### src/rtl/fx3_bus_out_packer_pkg.sv
// Shared definitions for the FX3 outbound packer: header length and word
// order, FSM state encoding, and header word selection.
package fx3_bus_out_packer_pkg;

    // Number of header words written ahead of the read data.
    localparam int unsigned STATUS_LENGTH = 3;

    // Header word positions.
    localparam logic [1:0] HDR_FLAGS = 2'd0;
    localparam logic [1:0] HDR_SIZE  = 2'd1;
    localparam logic [1:0] HDR_ADDR  = 2'd2;

    // Header index value once every header word has been written.
    localparam logic [1:0] HDR_DONE = 2'(STATUS_LENGTH);

    // Header length widened to the 33-bit total word counter.
    localparam logic [32:0] STATUS_LENGTH_W = 33'(STATUS_LENGTH);

    typedef enum logic [2:0] {
        ST_IDLE    = 3'd0,
        ST_ACQUIRE = 3'd1,
        ST_HEADER  = 3'd2,
        ST_DATA    = 3'd3,
        ST_FLUSH   = 3'd4
    } packer_state_e;

    // Select the header word for a given header position.
    function automatic logic [31:0] header_word(
        input logic [1:0]  idx,
        input logic [31:0] flags,
        input logic [31:0] size,
        input logic [31:0] addr
    );
        case (idx)
            HDR_FLAGS: return flags;
            HDR_SIZE:  return size;
            HDR_ADDR:  return addr;
            default:   return 32'd0;
        endcase
    endfunction

endpackage

### src/rtl/fx3_bus_out_packer_arbiter.sv
// fx3_wpath_arbiter: write-side ownership of a ping-pong FIFO. Picks a ready
// buffer (bit 0 preferred), holds the activate register, counts words written
// into the owned buffer and reports room/full against the buffer capacity.
module fx3_wpath_arbiter
    import fx3_bus_out_packer_pkg::*;
(
    input  logic        clk,
    input  logic        rst,
    input  logic        acquire_i,
    input  logic        release_i,
    input  logic        write_i,
    input  logic [1:0]  wpath_ready_i,
    input  logic [23:0] wpath_size_i,
    output logic [1:0]  activate_o,
    output logic        granted_o,
    output logic        space_o,
    output logic        full_o
);

    logic [1:0]  activate_q;
    logic [1:0]  activate_d;
    logic [23:0] buf_count_q;
    logic [23:0] buf_count_d;
    logic        owned_s;

    assign owned_s    = (activate_q != 2'b00);
    assign granted_o  = acquire_i && !owned_s && (wpath_ready_i != 2'b00);
    assign space_o    = owned_s && (buf_count_q < wpath_size_i);
    assign full_o     = owned_s && !(buf_count_q < wpath_size_i);
    assign activate_o = activate_q;

    // Next ownership and fill level: release wins, then a new grant, then writes.
    always_comb begin
        activate_d  = activate_q;
        buf_count_d = buf_count_q;
        if (release_i) begin
            activate_d = 2'b00;
        end else if (granted_o) begin
            activate_d  = wpath_ready_i[0] ? 2'b01 : 2'b10;
            buf_count_d = 24'd0;
        end else if (write_i) begin
            buf_count_d = buf_count_q + 24'd1;
        end else begin
            activate_d = activate_q;
        end
    end

    // Ownership and fill-level registers.
    always_ff @(posedge clk) begin
        if (rst) begin
            activate_q  <= 2'b00;
            buf_count_q <= 24'd0;
        end else begin
            activate_q  <= activate_d;
            buf_count_q <= buf_count_d;
        end
    end

endmodule

### src/rtl/fx3_bus_out_packer.sv
// fx3_bus_out_packer: latches a completed-command status, announces it to the
// out path, then writes a 3-word header plus the read data into the write side
// of the out-path ping-pong FIFO, spilling across buffers when one fills.
// Optional data watchdog: define FX3_OUT_PACKER_TIMEOUT_EN to pad stalled
// transfers with PAD_WORD after TIMEOUT_CYCLES idle cycles.
module fx3_bus_out_packer
    import fx3_bus_out_packer_pkg::*;
#(
    parameter logic [23:0] TIMEOUT_CYCLES = 24'd1024,
    parameter logic [31:0] PAD_WORD       = 32'hDEADBEEF
) (
    input  logic        clk,
    input  logic        rst,
    input  logic        i_status_stb,
    input  logic [31:0] i_status_flags,
    input  logic [31:0] i_read_size,
    input  logic [31:0] i_status_address,
    output logic        o_busy,
    input  logic        i_data_stb,
    input  logic [31:0] i_data,
    output logic        o_data_ready,
    output logic        o_status_rdy_stb,
    output logic [31:0] o_read_size,
    input  logic [1:0]  i_wpath_ready,
    output logic [1:0]  o_wpath_activate,
    input  logic [23:0] i_wpath_size,
    output logic        o_wpath_strobe,
    output logic [31:0] o_wpath_data,
    output logic        o_done,
    output logic        o_timeout
);

    packer_state_e state_q;
    logic [31:0]   flags_q;
    logic [31:0]   read_size_q;
    logic [31:0]   addr_q;
    logic [32:0]   words_left_q;
    logic [1:0]    hdr_idx_q;
    logic          busy_q;
    logic          status_rdy_q;
    logic          strobe_q;
    logic [31:0]   wdata_q;
    logic          done_q;

    logic          granted_s;
    logic          space_s;
    logic          full_s;
    logic          acquire_s;
    logic          release_s;
    logic          hdr_write_s;
    logic          room_s;
    logic          data_write_s;
    logic          timeout_s;

    assign acquire_s    = (state_q == ST_ACQUIRE);
    assign release_s    = (state_q == ST_FLUSH) ||
                          (((state_q == ST_HEADER) || (state_q == ST_DATA)) && full_s);
    assign hdr_write_s  = (state_q == ST_HEADER) && space_s;
    assign room_s       = (state_q == ST_DATA) && space_s && (words_left_q != 33'd0);
    // Once timed out the upstream is no longer offered a slot; pad words fill it.
    assign data_write_s = room_s && (i_data_stb || timeout_s);

    fx3_wpath_arbiter u_arbiter (
        .clk           (clk),
        .rst           (rst),
        .acquire_i     (acquire_s),
        .release_i     (release_s),
        .write_i       (hdr_write_s || data_write_s),
        .wpath_ready_i (i_wpath_ready),
        .wpath_size_i  (i_wpath_size),
        .activate_o    (o_wpath_activate),
        .granted_o     (granted_s),
        .space_o       (space_s),
        .full_o        (full_s)
    );

`ifdef FX3_OUT_PACKER_TIMEOUT_EN
    logic [23:0] stall_q;
    logic        timeout_q;

    // Watchdog: count consecutive stalled cycles in DATA and latch a sticky timeout.
    always_ff @(posedge clk) begin
        if (rst) begin
            stall_q   <= 24'd0;
            timeout_q <= 1'b0;
        end else if ((state_q == ST_IDLE) && i_status_stb) begin
            stall_q   <= 24'd0;
            timeout_q <= 1'b0;
        end else if (data_write_s) begin
            stall_q <= 24'd0;
        end else if (o_data_ready && !i_data_stb) begin
            stall_q <= stall_q + 24'd1;
            if ((stall_q + 24'd1) >= TIMEOUT_CYCLES) begin
                timeout_q <= 1'b1;
            end
        end
    end

    assign timeout_s = timeout_q;
`else
    logic unused_cfg_s;
    assign unused_cfg_s = ^TIMEOUT_CYCLES;
    assign timeout_s    = 1'b0;
`endif

    assign o_data_ready     = room_s && !timeout_s;
    assign o_busy           = busy_q;
    assign o_status_rdy_stb = status_rdy_q;
    assign o_read_size      = read_size_q;
    assign o_wpath_strobe   = strobe_q;
    assign o_wpath_data     = wdata_q;
    assign o_done           = done_q;
    assign o_timeout        = timeout_s;

    // Packer FSM: latch status, own a buffer, write header then data, release.
    always_ff @(posedge clk) begin
        if (rst) begin
            state_q      <= ST_IDLE;
            flags_q      <= 32'd0;
            read_size_q  <= 32'd0;
            addr_q       <= 32'd0;
            words_left_q <= 33'd0;
            hdr_idx_q    <= 2'd0;
            busy_q       <= 1'b0;
            status_rdy_q <= 1'b0;
            strobe_q     <= 1'b0;
            wdata_q      <= 32'd0;
            done_q       <= 1'b0;
        end else begin
            status_rdy_q <= 1'b0;
            strobe_q     <= 1'b0;
            done_q       <= 1'b0;
            case (state_q)
                ST_IDLE: begin
                    if (i_status_stb) begin
                        flags_q      <= i_status_flags;
                        read_size_q  <= i_read_size;
                        addr_q       <= i_status_address;
                        words_left_q <= {1'b0, i_read_size} + STATUS_LENGTH_W;
                        hdr_idx_q    <= 2'd0;
                        busy_q       <= 1'b1;
                        status_rdy_q <= 1'b1;
                        state_q      <= ST_ACQUIRE;
                    end
                end
                ST_ACQUIRE: begin
                    if (granted_s) begin
                        state_q <= (hdr_idx_q != HDR_DONE) ? ST_HEADER : ST_DATA;
                    end
                end
                ST_HEADER: begin
                    if (hdr_write_s) begin
                        strobe_q     <= 1'b1;
                        wdata_q      <= header_word(hdr_idx_q, flags_q, read_size_q, addr_q);
                        words_left_q <= words_left_q - 33'd1;
                        hdr_idx_q    <= hdr_idx_q + 2'd1;
                        if (hdr_idx_q == HDR_ADDR) begin
                            state_q <= (read_size_q == 32'd0) ? ST_FLUSH : ST_DATA;
                        end
                    end else if (full_s) begin
                        state_q <= ST_ACQUIRE;
                    end
                end
                ST_DATA: begin
                    if (data_write_s) begin
                        strobe_q     <= 1'b1;
                        wdata_q      <= timeout_s ? PAD_WORD : i_data;
                        words_left_q <= words_left_q - 33'd1;
                        if (words_left_q == 33'd1) begin
                            state_q <= ST_FLUSH;
                        end
                    end else if (full_s) begin
                        state_q <= ST_ACQUIRE;
                    end
                end
                ST_FLUSH: begin
                    done_q  <= 1'b1;
                    busy_q  <= 1'b0;
                    state_q <= ST_IDLE;
                end
                default: begin
                    state_q <= ST_IDLE;
                end
            endcase
        end
    end

endmodule

### config.mk
export PLATFORM = sky130hd
export DESIGN_NAME = fx3_bus_out_packer
export DESIGN_NICKNAME = d
export VERILOG_FILES = /design/src/rtl/fx3_bus_out_packer_pkg.sv /design/src/rtl/fx3_bus_out_packer_arbiter.sv /design/src/rtl/fx3_bus_out_packer.sv
export SDC_FILE = /design/constraint.sdc
export NUM_CORES = 1
export LEC_CHECK = 0
export CORE_MARGIN = 2
export CORE_UTILIZATION = 55
export CTS_CLUSTER_SIZE = 16
export DETAILED_ROUTE_END_ITERATION = 6
export PLACE_DENSITY = 0.95
export RECOVER_POWER = 50
export SYNTH_ARGS = -nofsm -noshare
export SYNTH_HDL_FRONTEND = slang
export SYNTH_SLANG_ARGS = --single-unit
### constraint.sdc
create_clock -name clk -period 5.4 [get_ports clk]
set_clock_uncertainty 0.05 [all_clocks]
set_input_delay 0.81 -clock clk [delete_from_list [all_inputs] [get_ports clk]]
set_output_delay 0.81 -clock clk [all_outputs]
set_load 0.02 [all_outputs]
==> results.tsv, run 1 <==
metric	value	unit
status	finished, violations left	
violations	DRC, capacitance limit, slew limit	
wire_per_inst	19.1	um
gp_congestion	0.959	
syn_inst	1309	
path_class	in -> reg	
async_flop_share	0	%
coreArea	17800	sq um
synth_cell_types	57	
synth_edf_count	0	
yosys_warnings	0	
fin_setup_tns	0	ns
fmax	0.204	GHz
dp_hpwl	22.7	mm
rows	49	
fin_crit	4.91	ns
antenna_found_initial	0	
firstDrtPassIters	7	
die_w	138	um
die_h	138	um
yosysSeqAreaShare	39.6	%
synth_area	9900	sq um
crit_path_end_kind	flop	
worstReg2RegStart	state_q[1]	
min_from	flags_q[19]	
synth_area_per_cell	7.56	sq um
synth_area_leaders	dfxtp_1 40%, nand2_1 9.5%, a21oi_1 9.3%, nor2_1 4.7%, ha_1 4.0%	
grt_pass1_wl	51.2	mm
ys_seq_elements	196	
grt.total_usage	32.9	%
vias	10800	
vias_per_cell	6.28	
io_pins	230	
synth_top_cell_by_area	dfxtp_1	
grt_overflow	0	
fin_nets	1670	
ant_nets	0	
h-tree-depth	4	
fin_crit_sh	90.9	%
insertedDiodeCount	0	
layoutNonFillerInstCount	1722	
synth_top_area_share	39.6	%
max_cap_violations	5	
wl	32.9	mm
grt_max_degree	99	
worstMarginPinSlew	2.69	ns
vdd_drop_max	0.259	mV
final_hold_viol_count	0	
relSlewSlack	-79.1	%
cts_made_buffers	17	
io_buffer_count	228	
hold_path.class	reg -> reg	
p_per_area	384	nW/um^2
drive_above_1_share	4.09	%
clk_pin_slew_worst_paths	0.08	ns
place_inst	1690	
post-route-util	71.9	%
clock_sinks	196	
synth_ff_type	dfxtp_1	
setup_viol	0	
finalWorstSetupSlack	0.492	ns
reg2reg_depth	5	
drtIter0Drc	1537	
floorplan.initialDensity	55.5	%
crit_fanout	50	
hold_path_end	flags_q[19]	
cts_root_buffer	clkbuf_16	
start_kind	input pin	
ctsHoldBuffers	0	
clock_latency	0.44	ns
p_leak	4.95	nW
crit_arrival	5.18	ns
fillCellCount	1278	
pre_cts_ws	0.665	ns
cts_resized	0	
syn-num-nets	1499	
stdcell_area	12800	sq um
rsz0062_at_grt	false	
reg2reg_to	addr_q[19]	
hold_path_depth	2	
cts_tree	built	
syn2layout_area_growth	29.6	%
drc	3	
slew_viol_final	281	
dieArea	19100	sq um
required	5.67	ns
post_dp_cell_area	12300	sq um
postCtsSetupBuffers	0	
clockBufferDepth	2	
reg2reg_slack	0.73	ns
grt_pass1_vias	9952	
## power breakdown
part / internal (mW) / leakage [nW] / switching, mW
Combinational: 0.647 / 3.06 / 1.11
Sequential: 1.68 / 1.60 / 0.212
Clock: 0.662 / 0.290 / 0.619
Total: 2.99 / 4.95 / 1.94
## synthesized netlist by cell type, types with 7 or more instances
library cell / count
a21oi_1: 183
buf_2: 8
or3_1: 12
nand2_1: 250
nor4_1: 22
and2_1: 12
dfxtp_1: 196
nor3_1: 22
o21ai_0: 58
clkbuf_1: 72
buf_1: 7
nand4_1: 12
xnor2_1: 15
a211oi_1: 37
nor2_1: 124
a222oi_1: 32
or2_2: 9
and3_1: 13
ha_1: 32
xor2_1: 30
nand3_1: 37
inv_1: 40
o211ai_1: 8
## metrics by stage
step | total power, mW | hold slack (ns)
floorplan | 3.00 | 0.382
global placement | 3.57 | 0.390
detailed placement | 3.62 | 0.396
CTS | 4.90 | 0.406
global route | 5.16 | 0.432
finish | 4.93 | 0.407
## layer usage
metal	global-route usage, %	up-vias	part of all wire (%)
met5	0	-	0
met4	13.5	0	3.9
met2	54.5	715	47
met3	6.62	125	11
li1	-	4962	-
met1	42.0	5015	39
## kinds of logic (layout without fill, tap and decap cells)
kind of cell             Yosys count  count (layout)  share of synthesized area, %
adder cells (fa/ha/maj)           32              32                          4.04
flip-flops                       196             196                          39.6
buffers and inverters            131             315                          5.22
other                              1               1                        0.0379
AO/OA/AOI/OAI                    360             360                          22.3
multiplexers                       4               4                         0.417
AND/OR/NAND/NOR                  540             540                          24.4
XOR/XNOR                          45              45                          3.98
## state kept, by name, indices dropped and copies added, names as in the netlist
name	flops
addr_q	32
flags_q	32
hdr_idx_q	2
o_busy	1
o_done	1
o_read_size	32
o_status_rdy_stb	1
o_wpath_data	32
o_wpath_strobe	1
state_q	3
u_arbiter.activate_o	2
u_arbiter.buf_count_q	24
words_left_q	33
## cell usage in the layout (no fill, tap or decap), drive strengths merged, types with 12 or more instances in the layout
cell / netlist / routed
dlygate4sd3: 0 / 71
clkbuf: 72 / 22
a211oi: 37 / 37
nor2: 125 / 125
nand2: 250 / 250
ha: 32 / 32
xor2: 30 / 30
nand4: 12 / 12
nand3: 37 / 37
and2: 12 / 12
inv: 40 / 46
o21ai: 59 / 59
a222oi: 32 / 32
nor4: 22 / 22
nor3: 23 / 23
clkdlybuf4s50: 0 / 156
xnor2: 15 / 15
and3: 13 / 13
a21oi: 183 / 183
dfxtp: 196 / 196
or3: 12 / 12
## how the worst max path moves through the flow
stage	from	endpoint	cells past startpoint
after floorplan	i_wpath_size[16]	o_data_ready	8
after global placement	i_wpath_size[16]	o_data_ready	10
after detailed placement	i_wpath_size[16]	o_data_ready	10
after CTS	i_wpath_size[16]	o_data_ready	10
after global routing	i_status_stb	o_read_size[0]	5
final	i_status_stb	addr_q[19]	5
## layout make-up
type / instances / area, sq um / share of cell area, %
multi-input combinational: 982 / 5500 / 42.9
clock buffer: 18 / 429 / 3.35
clock inverter: 14 / 166 / 1.30
timing repair buffer: 242 / 2370 / 18.5
tap: 229 / 287 / 2.23
inverter: 41 / 154 / 1.20
sequential: 196 / 3920 / 30.6
## critical path, cell delays in order
cell and delay (ns):
dlygate4sd3_1 0.65, and3_1 1.53, clkbuf_1 1.63, nand2_1 0.25, a21oi_1 0.27
No activity file was read; power rests on OpenSTA's default activity.
==> run 2, diff against run 1 <==
==> constraint.sdc (replaced) <==
create_clock -name clk -period 5.4 [get_ports clk]
set_clock_uncertainty 0.05 [all_clocks]
set_input_delay 1.08 -clock clk [delete_from_list [all_inputs] [get_ports clk]]
set_output_delay 1.08 -clock clk [all_outputs]
set_load 0.02 [all_outputs]
==> run 2 against run 1 <==
The flow still finishes with violations (DRC, capacitance limit, slew limit). Sequential cell count stayed put. Cell count stayed put. Design area is 0.12% higher. Highest routed layer unchanged.
==> results.tsv, run 2 (synthesized netlist as in run 1, its figures left out) <==
metric	value	unit	change
max_cap_violations	2		-3
power_frac_clock	26.3	%	+0.3 points
cts_resized	0		unchanged
p_leak	4.97	nW	+0.28%
vias	10700		-1.1%
clock_sinks	196		unchanged
p_comb_share	35.5	%	about the same
clock_latency	0.45	ns	about the same
postCtsSetupBuffers	0		unchanged
dp_hpwl	22.5	mm	-0.74%
drtIter0Drc	1628		+5.9%
grt_max_degree	105		+6.1%
busiest_layer	met2		
final_hold_viol_count	0		unchanged
grt_overflow	0		unchanged
grt_pass1_wl	51.3	mm	about the same
gp_congestion	0.958		-0.11%
final_common_cell	nand2_1		
grt.total_usage	33.0	%	+0.19 points
h-tree-depth	4		unchanged
clockBufferDepth	2		unchanged
firstDrtPassIters	7		unchanged
fin_crit_sh	94.7	%	+3.8 points
insertedDiodeCount	0		unchanged
status	finished, violations left		
crit_fanout	5		-90%
rows	49		unchanged
required	4.27	ns	-1.40 ns
reg2reg_slack	1.38	ns	+0.65 ns
grtUsageMet3	7.27	%	+0.66 points
violations	DRC, capacitance limit, slew limit		
wl	32.6	mm	-0.87%
worstMarginPinSlew	2.23	ns	-0.462 ns
antenna_found_initial	0		unchanged
power_frac_seq	38.2	%	-0.2 points
ctsHoldBuffers	0		unchanged
p_switching	1.92	mW	-1.1%
relSlewSlack	-48.3	%	+31 points
p_per_area	385	nW/um^2	+0.13%
vdd_drop_max	0.288	mV	+11%
start_kind	input pin		
fin_crit	5.11	ns	+0.203 ns
die_w	138	um	unchanged
clk_pin_slew_worst_paths	0.07	ns	about the same
io_pins	230		unchanged
dieArea	19100	sq um	unchanged
die_h	138	um	unchanged
setup_viol	0		unchanged
fin_setup_tns	0	ns	unchanged
floorplan.initialDensity	55.5	%	unchanged
fin_nets	1671		+0.060%
regMostFlops	words_left_q		
ant_nets	0		unchanged
slew_viol_final	203		-28%
coreArea	17800	sq um	unchanged
pre_cts_ws	0.316	ns	-0.349 ns
vias_per_cell	6.21		-1.1%
fmax	0.196	GHz	-4.0%
cts_made_buffers	17		unchanged
rsz0062_at_grt	false		
finalWorstSetupSlack	0.289	ns	-0.203 ns
post-route-util	72.0	%	+0.084 points
largest_reg_flops	33		unchanged
io_buffer_count	228		unchanged
met1_usage	43.0	%	+0.99 points
hold_path.class	reg -> reg		
syn2layout_area_growth	29.7	%	
grt_use_met2	52.9	%	-1.6 points
cts_root_buffer	clkbuf_16		
crit_path_end_kind	output pin		
crit_arrival	3.98	ns	-1.20 ns
cts_tree	built		
grt_pass1_vias	9901		-0.51%
p_total	4.94	mW	+0.24%
p_int	3.02	mW	+1.1%
drc	40		+37
drive_above_1_share	4.42	%	+0.33 points
hold_ws	0.409	ns	+0.00208 ns
path_class	in -> out		
p_sw_share	38.8	%	-0.53 points
wire_per_inst	18.9	um	-0.87%
final_cell_mix	250 x nand2_1, 196 x dfxtp_1, 183 x a21oi_1		
[run 2: cell types whose count changed in the layout (fill, tap and decap cells not counted), moves of 2 or more]
cell	change
clkbuf_2	+3
clkbuf_1	-5
inv_6	+2
clkinv_8	-2
clkinv_4	-2
[run 2: layer usage]
metal / vias to the layer above / wire [um]
met2: 667 / 15100
li1: 4975 / -
met5: - / 0
met4: 0 / 1320
met1: 4946 / 12900
met3: 109 / 3370
[run 2: power by group through the flow]
stage               clock (mW)  combinational [mW]  sequential [mW]
detailed placement           0                1.72             1.91
global placement             0                1.68             1.90
finish                    1.30                1.75             1.89
global route              1.36                1.91             1.91
CTS                       1.30                1.75             1.88
floorplan                    0                1.07             1.93
[run 2: cell type report]
| class | count | area [sq um] |
|---|---|---|
| clock inverters | 14 | 165 |
| flip-flops and latches | 196 | 3920 |
| inverters | 41 | 154 |
| clock buffers | 17 | 425 |
| multi-input cells | 982 | 5490 |
| well taps | 229 | 287 |
| repair buffers | 243 | 2400 |
| fillers | 1289 | 5000 |
[run 2: worst paths after layout]
check                                       from          endpoint  cells after the start
worst min register to register       flags_q[21]       flags_q[21]                      2
worst max register to register   words_left_q[0]  words_left_q[30]                     10
worst min-delay path                 flags_q[21]       flags_q[21]                      2
worst max-delay path            i_wpath_size[16]      o_data_ready                     10
[run 2: through the flow]
step / instances / area (sq um)
finish: 1722 / 12800
global route: 1722 / 12800
CTS: 1722 / 12900
detailed placement: 1691 / 12300
global placement: 1691 / 12300
floorplan: 1309 / 9900
[run 2: worst max-delay path, cell delays in order]
cell,delay (ns)
clkdlybuf4s50_1,0.45
inv_1,0.04
ha_1,0.31
nand4_1,0.14
nor2_1,0.13
a211oi_1,0.06
o311ai_1,0.89
nor2_1,0.12
and4_1,0.20
clkdlybuf4s50_1,0.55
